[config.mk]
export PLATFORM = sky130hd
export DESIGN_NAME = smi_stream_ctrl
export DESIGN_NICKNAME = d
export VERILOG_FILES = /design/src/rtl/smi_stream_ctrl.sv
export SDC_FILE = /design/constraint.sdc
export NUM_CORES = 1
export LEC_CHECK = 0
export ABC_CLOCK_PERIOD_IN_PS = 1880
export CORE_MARGIN = 1.5
export CORE_UTILIZATION = 38
export DETAILED_ROUTE_END_ITERATION = 12
export PLACE_DENSITY = 0.67
export SYNTH_ARGS = -nofsm -noshare
export SYNTH_HDL_FRONTEND = slang
export SYNTH_SLANG_ARGS = --single-unit
[constraint.sdc]
create_clock -name i_sys_clk -period 1.88 [get_ports i_sys_clk]
set_input_delay 0.376 -clock i_sys_clk [delete_from_list [all_inputs] [get_ports i_sys_clk]]
set_output_delay 0.376 -clock i_sys_clk [all_outputs]
set_load 0.02 [all_outputs]
[src/rtl/smi_stream_ctrl.sv]
// SMI read-stream controller: NUM_CH FWFT FIFOs to the SMI bus, MSB-first bytes, zero-bubble prefetch.
// Optional per-channel underrun counters are built when SMI_STREAM_UNDERRUN_CNT_EN is defined.
module smi_stream_lane #(
    parameter int WORD_W = 32,
    parameter int SMI_W  = 8,
    parameter int BPW    = WORD_W / SMI_W,
    parameter int IDX_W  = (BPW > 1) ? $clog2(BPW) : 1
) (
    input  logic              i_sys_clk,
    input  logic              i_reset,
    input  logic [WORD_W-1:0] i_fifo_data,
    input  logic              i_fifo_empty,
    input  logic              i_consume,
    output logic              o_pull,
    output logic              o_valid,
    output logic [SMI_W-1:0]  o_byte,
    output logic              o_underrun
);
    localparam logic [IDX_W-1:0] LAST = IDX_W'(BPW - 1);

    logic [WORD_W-1:0] r_hold;
    logic              r_valid;
    logic [IDX_W-1:0]  r_idx;
    logic              w_last;

    assign w_last     = i_consume & r_valid & (r_idx == LAST);
    // Refilling on the last-byte consume keeps the byte stream gap-free across words.
    assign o_pull     = ~i_reset & ~i_fifo_empty & (~r_valid | w_last);
    assign o_underrun = i_consume & ~r_valid;
    assign o_valid    = r_valid;
    assign o_byte     = r_hold[WORD_W-1-int'(r_idx)*SMI_W -: SMI_W];

    always_ff @(posedge i_sys_clk) begin
        if (i_reset) begin
            r_hold  <= '0;
            r_valid <= 1'b0;
            r_idx   <= '0;
        end else if (o_pull) begin
            r_hold  <= i_fifo_data;
            r_valid <= 1'b1;
            r_idx   <= '0;
        end else if (i_consume && r_valid) begin
            if (r_idx == LAST) begin
                r_valid <= 1'b0;
                r_idx   <= '0;
            end else begin
                r_idx <= r_idx + 1'b1;
            end
        end
    end
endmodule

module smi_stream_ctrl #(
    parameter int NUM_CH = 2,
    parameter int WORD_W = 32,
    parameter int SMI_W  = 8
) (
    input  logic                     i_sys_clk,
    input  logic                     i_reset,
    input  logic [4:0]               i_ioc,
    input  logic [7:0]               i_data_in,
    output logic [7:0]               o_data_out,
    input  logic                     i_cs,
    input  logic                     i_fetch_cmd,
    input  logic                     i_load_cmd,
    output logic [NUM_CH-1:0]        o_fifo_pull,
    input  logic [NUM_CH*WORD_W-1:0] i_fifo_data,
    input  logic [NUM_CH-1:0]        i_fifo_empty,
    input  logic [NUM_CH-1:0]        i_fifo_full,
    input  logic [2:0]               i_smi_a,
    input  logic                     i_smi_soe_se,
    input  logic                     i_smi_swe_srw,
    output logic [SMI_W-1:0]         o_smi_data_out,
    output logic                     o_smi_read_req,
    output logic                     o_smi_writing
);
    localparam int BPW   = WORD_W / SMI_W;
    localparam int IDX_W = (BPW > 1) ? $clog2(BPW) : 1;

    // [0],[1]: SOE synchroniser; [2]: previous synchronised value for edge detect.
    logic [2:0]                    r_soe_pipe;
    logic [2:0]                    r_a_s0, r_a_s1;
    logic                          w_rise, w_sel_ok;
    logic [NUM_CH-1:0]             w_cons, w_valid, w_urun;
    logic [NUM_CH-1:0][SMI_W-1:0]  w_byte;
    logic [SMI_W-1:0]              w_byte_sel;
    logic [7:0]                    w_status, w_cnt_rd, w_rd;
    logic                          w_rd_hit;
    logic                          w_unused;

    always_ff @(posedge i_sys_clk) begin
        if (i_reset) begin
            r_soe_pipe <= 3'b111;
            r_a_s0     <= '0;
            r_a_s1     <= '0;
        end else begin
            r_soe_pipe <= {r_soe_pipe[1:0], i_smi_soe_se};
            r_a_s0     <= i_smi_a;
            r_a_s1     <= r_a_s0;
        end
    end

    assign w_rise   = r_soe_pipe[1] & ~r_soe_pipe[2];
    assign w_sel_ok = int'(r_a_s1) < NUM_CH;

    for (genvar k = 0; k < NUM_CH; k++) begin : g_lane
        assign w_cons[k] = w_rise & w_sel_ok & (r_a_s1 == 3'(k));
        smi_stream_lane #(.WORD_W(WORD_W), .SMI_W(SMI_W), .BPW(BPW), .IDX_W(IDX_W)) u_lane (
            .i_sys_clk    (i_sys_clk),
            .i_reset      (i_reset),
            .i_fifo_data  (i_fifo_data[k*WORD_W +: WORD_W]),
            .i_fifo_empty (i_fifo_empty[k]),
            .i_consume    (w_cons[k]),
            .o_pull       (o_fifo_pull[k]),
            .o_valid      (w_valid[k]),
            .o_byte       (w_byte[k]),
            .o_underrun   (w_urun[k])
        );
    end

    always_comb begin
        w_byte_sel = '0;
        for (int k = 0; k < NUM_CH; k++)
            if (w_sel_ok && r_a_s1 == 3'(k) && w_valid[k]) w_byte_sel = w_byte[k];
    end

    always_ff @(posedge i_sys_clk) begin
        if (i_reset) o_smi_data_out <= '0;
        else         o_smi_data_out <= w_byte_sel;
    end

    assign o_smi_read_req = |(w_valid | ~i_fifo_empty);
    assign o_smi_writing  = i_smi_a[2];

`ifdef SMI_STREAM_UNDERRUN_CNT_EN
    logic [NUM_CH-1:0][7:0] r_cnt;
    logic [1:0]             r_usel;
    logic                   w_load3;

    assign w_load3 = i_cs & i_load_cmd & (i_ioc == 5'd3);

    // A clear of a channel beats an underrun landing in the same cycle.
    always_ff @(posedge i_sys_clk) begin
        if (i_reset) begin
            r_cnt  <= '0;
            r_usel <= '0;
        end else begin
            for (int k = 0; k < NUM_CH; k++) begin
                if (w_load3 && i_data_in[7] && i_data_in[1:0] == 2'(k)) r_cnt[k] <= '0;
                else if (w_urun[k] && r_cnt[k] != 8'hFF)                 r_cnt[k] <= r_cnt[k] + 8'd1;
            end
            if (w_load3) r_usel <= i_data_in[1:0];
        end
    end

    always_comb begin
        w_cnt_rd = 8'h00;
        for (int k = 0; k < NUM_CH; k++)
            if (r_usel == 2'(k)) w_cnt_rd = r_cnt[k];
    end
`else
    assign w_cnt_rd = 8'h00;
`endif

    always_comb begin
        w_status = '0;
        for (int k = 0; k < NUM_CH; k++) begin
            w_status[2*k]   = i_fifo_empty[k];
            w_status[2*k+1] = i_fifo_full[k];
        end
    end

    always_comb begin
        w_rd_hit = 1'b1;
        case (i_ioc)
            5'd0:    w_rd = 8'h02;
            5'd1:    w_rd = w_status;
            5'd2:    w_rd = 8'(w_valid);
            5'd3:    w_rd = w_cnt_rd;
            default: begin w_rd = 8'h00; w_rd_hit = 1'b0; end
        endcase
    end

    always_ff @(posedge i_sys_clk) begin
        if (i_reset)                          o_data_out <= 8'h00;
        else if (i_cs && i_fetch_cmd && w_rd_hit) o_data_out <= w_rd;
    end

    assign w_unused = ^{i_smi_swe_srw, i_load_cmd, i_data_in, w_urun};
endmodule

After elaboration in Yosys (flattened, before gate mapping) --
Cells that the tools add are included.
Word-level totals: output and inout bits 20, flip-flop bits (word level) 95, word-level logic and storage cells 78, input port bits 91
Cells by class: magnitude comparators 1, mux-type cells 12, shift operators 2, bitwise logic cells 22, add/sub/neg operators 4, reduce and logical (&&, ||, !) cells 20, equal/unequal tests 6
Operators with widths (number):
- $shiftx 39x32->8 | 2
- $mux 8 | 2
- $and 1x1->1 | 12
- $pmux 4 s3 | 1
- $sub 5x5->6 const A | 2
- $eq 5x2->1 const B | 2
- $logic_and 1x1->1 | 8
- $reduce_bool 2->1 | 4
- $mux 1 | 7
- $not 1->1 | 6
- $reduce_or 2->1 | 3
- $eq 5x1->1 const B | 1
- $logic_not 5->1 | 1
- $add 2x1->2 const B | 2
- $eq 2x2->1 const B | 2
- $mux 2 | 2
- $reduce_and 2->1 | 2
- $reduce_or 4->1 | 1
- $eq 3x1->1 const B | 1
- $logic_not 3->1 | 1
- $lt 3x2->1 const B | 1
- $not 2->2 | 1
- $or 1x1->1 | 2
- $or 2x2->2 | 1

Depth between registers and ports, before layout --
depth after elaboration 10, depth in mapped cells 6, depth with buffers taken out 5

Hierarchy --
Synthesis repeated with hierarchy kept, for this count alone.
Unflattened totals: cells, all modules 279, area total of the unflattened synthesis 3509.6 µm²
Modules (own cells, without submodules):
- smi_stream_lane | seq. area each 700.7 µm², cells an instance 97, instances 2, area an instance 1346.3 µm²
- smi_stream_ctrl | seq. area each 420.4 µm², cells an instance 85, instances 1, area an instance 817.0 µm²

Least setup slack after synthesis --
No wires, ideal clock.
path kind input to output, from input i_reset, to output o_fifo_pull[1], data required time 1504 ps, slack 117 ps, path buffers 3, stages on the path 6, data arrival time 1387 ps, path through clkbuf_1 -> nor4bb_1 -> a21oi_2 -> buf_2 -> inv_1 -> buf_4
Between the ends: cells in the longest elaborated chain, start to end 3
Ends and longest elaborated chain:
- start: declaration | RTL line 59 | input logic i_reset,
- $not 1->1 | RTL line 28 | assign o_pull = ~i_reset & ~i_fifo_empty & (~r_valid | w_last);
- $and 1x1->1 (2 in series) | RTL line 28
- end: declaration | RTL line 66 | output logic [NUM_CH-1:0] o_fifo_pull,
Every way passes these cells.

Final worst setup path --
from input i_smi_a[2], to output o_smi_writing
RTL lines:
- start: declaration | RTL line 70 | input logic [2:0] i_smi_a,
- end: declaration | RTL line 75 | output logic o_smi_writing
No word-level cell between the ends.

==> metrics.txt <==
CTS buffer count 9; Slew @ Worst Pin 472.8 ps; clock share of power 35.5%; CP Buf/Inv Count 2; diode count 0; commonest non-fill, non-tap cell in the layout clkdlybuf4s50_1; Die Span Y 106.0 um; Seq cells post-synth 91; Clock Skew 10.74 ps; largest net degree at the start of global routing 44; maximum clock path buffer count 2; Final setup viols 0; outcome finished, final reports clean; Vias 2,964; DRC errors left 0; initial antenna violation count 0; syn avg cell area 11.20 um2; Max Slew Vio Count 0; Site Rows 37; fin cells between 600 and 700; NumNets Final about 570; max incr delay on CP 600 ps; CP dominant cell by count clkdlybuf4s50_1; first-pass GRT wire length 14,440 um; net switching power 0.9221 mW; Layout area overhead 39.06%; Post-Route Utilization 54.32%; register area share after synthesis 45.18%; P_int ~3.2 mW; Sw Share 22.39%; dpl cells between 500 and 600; first-pass iteration count of the detailed router 4; cts hold-fix bufs 0; crit-path cells clkdlybuf4s50_1 -> clkdlybuf4s50_1; CTS sink cnt 91; via/cell ratio 4.804; Synth Instances between 300 and 400; remaining antenna violation count after routing 0; Hold Path Class reg2reg; H-tree lvl count 3; post-route clock period utilization 96.85%; die area ~0.011 mm2; Syn Std Cell Area 0.004033 mm2; Critical Path Slowest Stage Cell clkdlybuf4s50_1; fill cell count 907; sequential share of power 50.7%; startpoint types primary input; CTS tree yes; P_leak roughly 2.2 nW; largest cells by area after synthesis dfxtp_1 (45%), mux2_2 (18%), nor2b_1 (11%), mux4_2 (8.9%), o21ai_0 (1.9%); commonest cells after routing, fill and taps aside clkdlybuf4s50_1 (90), dfxtp_1 (86), nor2b_1 (73); max frequency 0.5492 GHz; Period minus WS final 1821 ps; worst-path maximum fanout 2; DP HPWL 6422 um; setup tns final 0 ps; clk root buf clkbuf_8; area share of the largest cell type after synthesis a little under half; max_cap viols 0; overall power between 4 and 5 mW; share of cells above drive strength 1 32.22%; total gr overflow 0; max_slew headroom 67.67%; WP data arrival ~1400 ps; CTS clock-pin slew for the worst setup and hold paths 90 ps; vias in the first global route 3,022; Comb pwr share 13.9%; Peak VDD IR 0.3943 mV; wire per inst 14.39 um; GRT Overall Usage between 10% and 20%; Yosys top cell by area dfxtp_1; IO Count approximately 110; core area 0.01032 mm2; PortBufs 96; gpl congestion 0.8149; clk_lat worst skew 350 ps; Yosys warning count 0; die width 106.0 um; Crit. End Element primary output; cell family with most CP delay buffers and inverters; initial core utilization between 30% and 40%; RSZ-0062 raised after global routing yes; final WL 8876 um; Crit Path Class in2out; initial DRC count 98; Worst Path Required 1500 ps; Fin. Hold Viols 0; Power Dens Cells 734.5 mW/mm2; post-synth cell types 38
## flip-flops by register name (all words and copies together), names as in the netlist
name and flops:
g_lane.u_lane.r_hold 64, o_smi_data_out 8, g_lane.u_lane.r_idx 4, o_data_out 4, r_a_s0 3, r_a_s1 3, r_soe_pipe 3, g_lane.u_lane.o_valid 2
## what timing repair did
item / CTS / global route
endpoints found under the setup margin: 3 / 64
pin swaps: 1 / 2
setup buffers: 0 / 2
endpoints found under the hold margin: 0 / 0
gates resized for setup: 23 / 12
## synthesized netlist by cell type
| library cell | number |
|---|---|
| buf_4 | 7 |
| mux2_2 | 64 |
| nor3b_1 | 1 |
| a221o_1 | 1 |
| a211oi_1 | 2 |
| and3b_1 | 1 |
| nor3_1 | 4 |
| nor4bb_1 | 1 |
| a21o_1 | 1 |
| o41ai_1 | 1 |
| nor2_1 | 1 |
| or4b_4 | 1 |
| nand4_1 | 3 |
| nor3_2 | 1 |
| conb_1 | 1 |
| o21ai_0 | 15 |
| or4_1 | 1 |
| nand3_1 | 13 |
| a21oi_2 | 2 |
| nor4b_1 | 1 |
| inv_1 | 11 |
| a2111oi_0 | 1 |
| nand2b_1 | 3 |
| or2_2 | 3 |
| nor4b_4 | 1 |
| dfxtp_1 | 91 |
| o221ai_1 | 1 |
| buf_2 | 11 |
| a31oi_1 | 1 |
| clkbuf_1 | 10 |
| a21oi_1 | 6 |
| or3_1 | 1 |
| and2_1 | 1 |
| mux4_2 | 16 |
| ha_1 | 2 |
| nor2b_1 | 73 |
| buf_1 | 2 |
| nand2_1 | 4 |
## through the flow
step	setup WS, ps	cell area, um2	hold WS, ps
floorplan	116.9	4044	389.5
global placement	-477.4	5288	400.2
detailed placement	-496.6	5288	395.0
CTS	1.037	5534	403.8
global route	-2.460	5608	421.1
finish	59.29	5608	414.2
## power groups by stage
stage	Combinational, mW	Sequential [mW]	Clock (mW)
after global routing	0.618	2.10	1.58
final	0.571	2.09	1.46
after CTS	0.570	2.09	1.51
after floorplan	0.300	2.12	0
after global placement	0.556	2.13	0
after detailed placement	0.565	2.13	0
## layer usage
layer | vias up | GRT usage, % | share of wire (%)
met5 | - | 0 | 0
met4 | 0 | 5.309 | 1.8
met3 | 11 | 3.066 | 3.5
met2 | 73 | 26.90 | 48
met1 | 1406 | 21.27 | 47
li1 | 1474 | - | -
## worst paths after layout
kind	start	endpoint	slack, ps	depth (start not counted)
max	i_smi_a[2]	o_smi_writing	60	2
min	r_soe_pipe[0]$_SDFF_PP1_	r_soe_pipe[1]$_SDFF_PP1_	410	1
max reg2reg	g_lane[1].u_lane.r_idx[0]$_SDFFE_PP0P_	g_lane[1].u_lane.r_hold[23]$_SDFFE_PP0P_	80	6
min reg2reg	r_soe_pipe[0]$_SDFF_PP1_	r_soe_pipe[1]$_SDFF_PP1_	410	1
## cell type report
class / count / area (um2) / share of cell area (%)
sequential: 91 / 1831 / 32.64
clock buffer: 10 / 137.6 / 2.454
timing repair buffer: 132 / 1237 / 22.07
clock inverter: 6 / 87.58 / 1.562
multi-input combinational: 231 / 2103 / 37.51
inverter: 11 / 41.29 / 0.7363
tap: 136 / 170.2 / 3.034
## cell families (layout without fill, tap and decap cells)
| family | count (synthesis) | in the layout | synth area share (%) |
|---|---|---|---|
| AND/OR/NAND/NOR | 114 | 114 | 17.84 |
| other | 1 | 4 | 0.09299 |
| flip-flops | 91 | 91 | 45.18 |
| adder cells (fa/ha/maj) | 2 | 2 | 0.6204 |
| multiplexers | 80 | 80 | 26.81 |
| buffers and inverters | 41 | 159 | 4.809 |
| AO/OA/AOI/OAI | 31 | 31 | 4.654 |
Power figures use the tool's default switching activity.
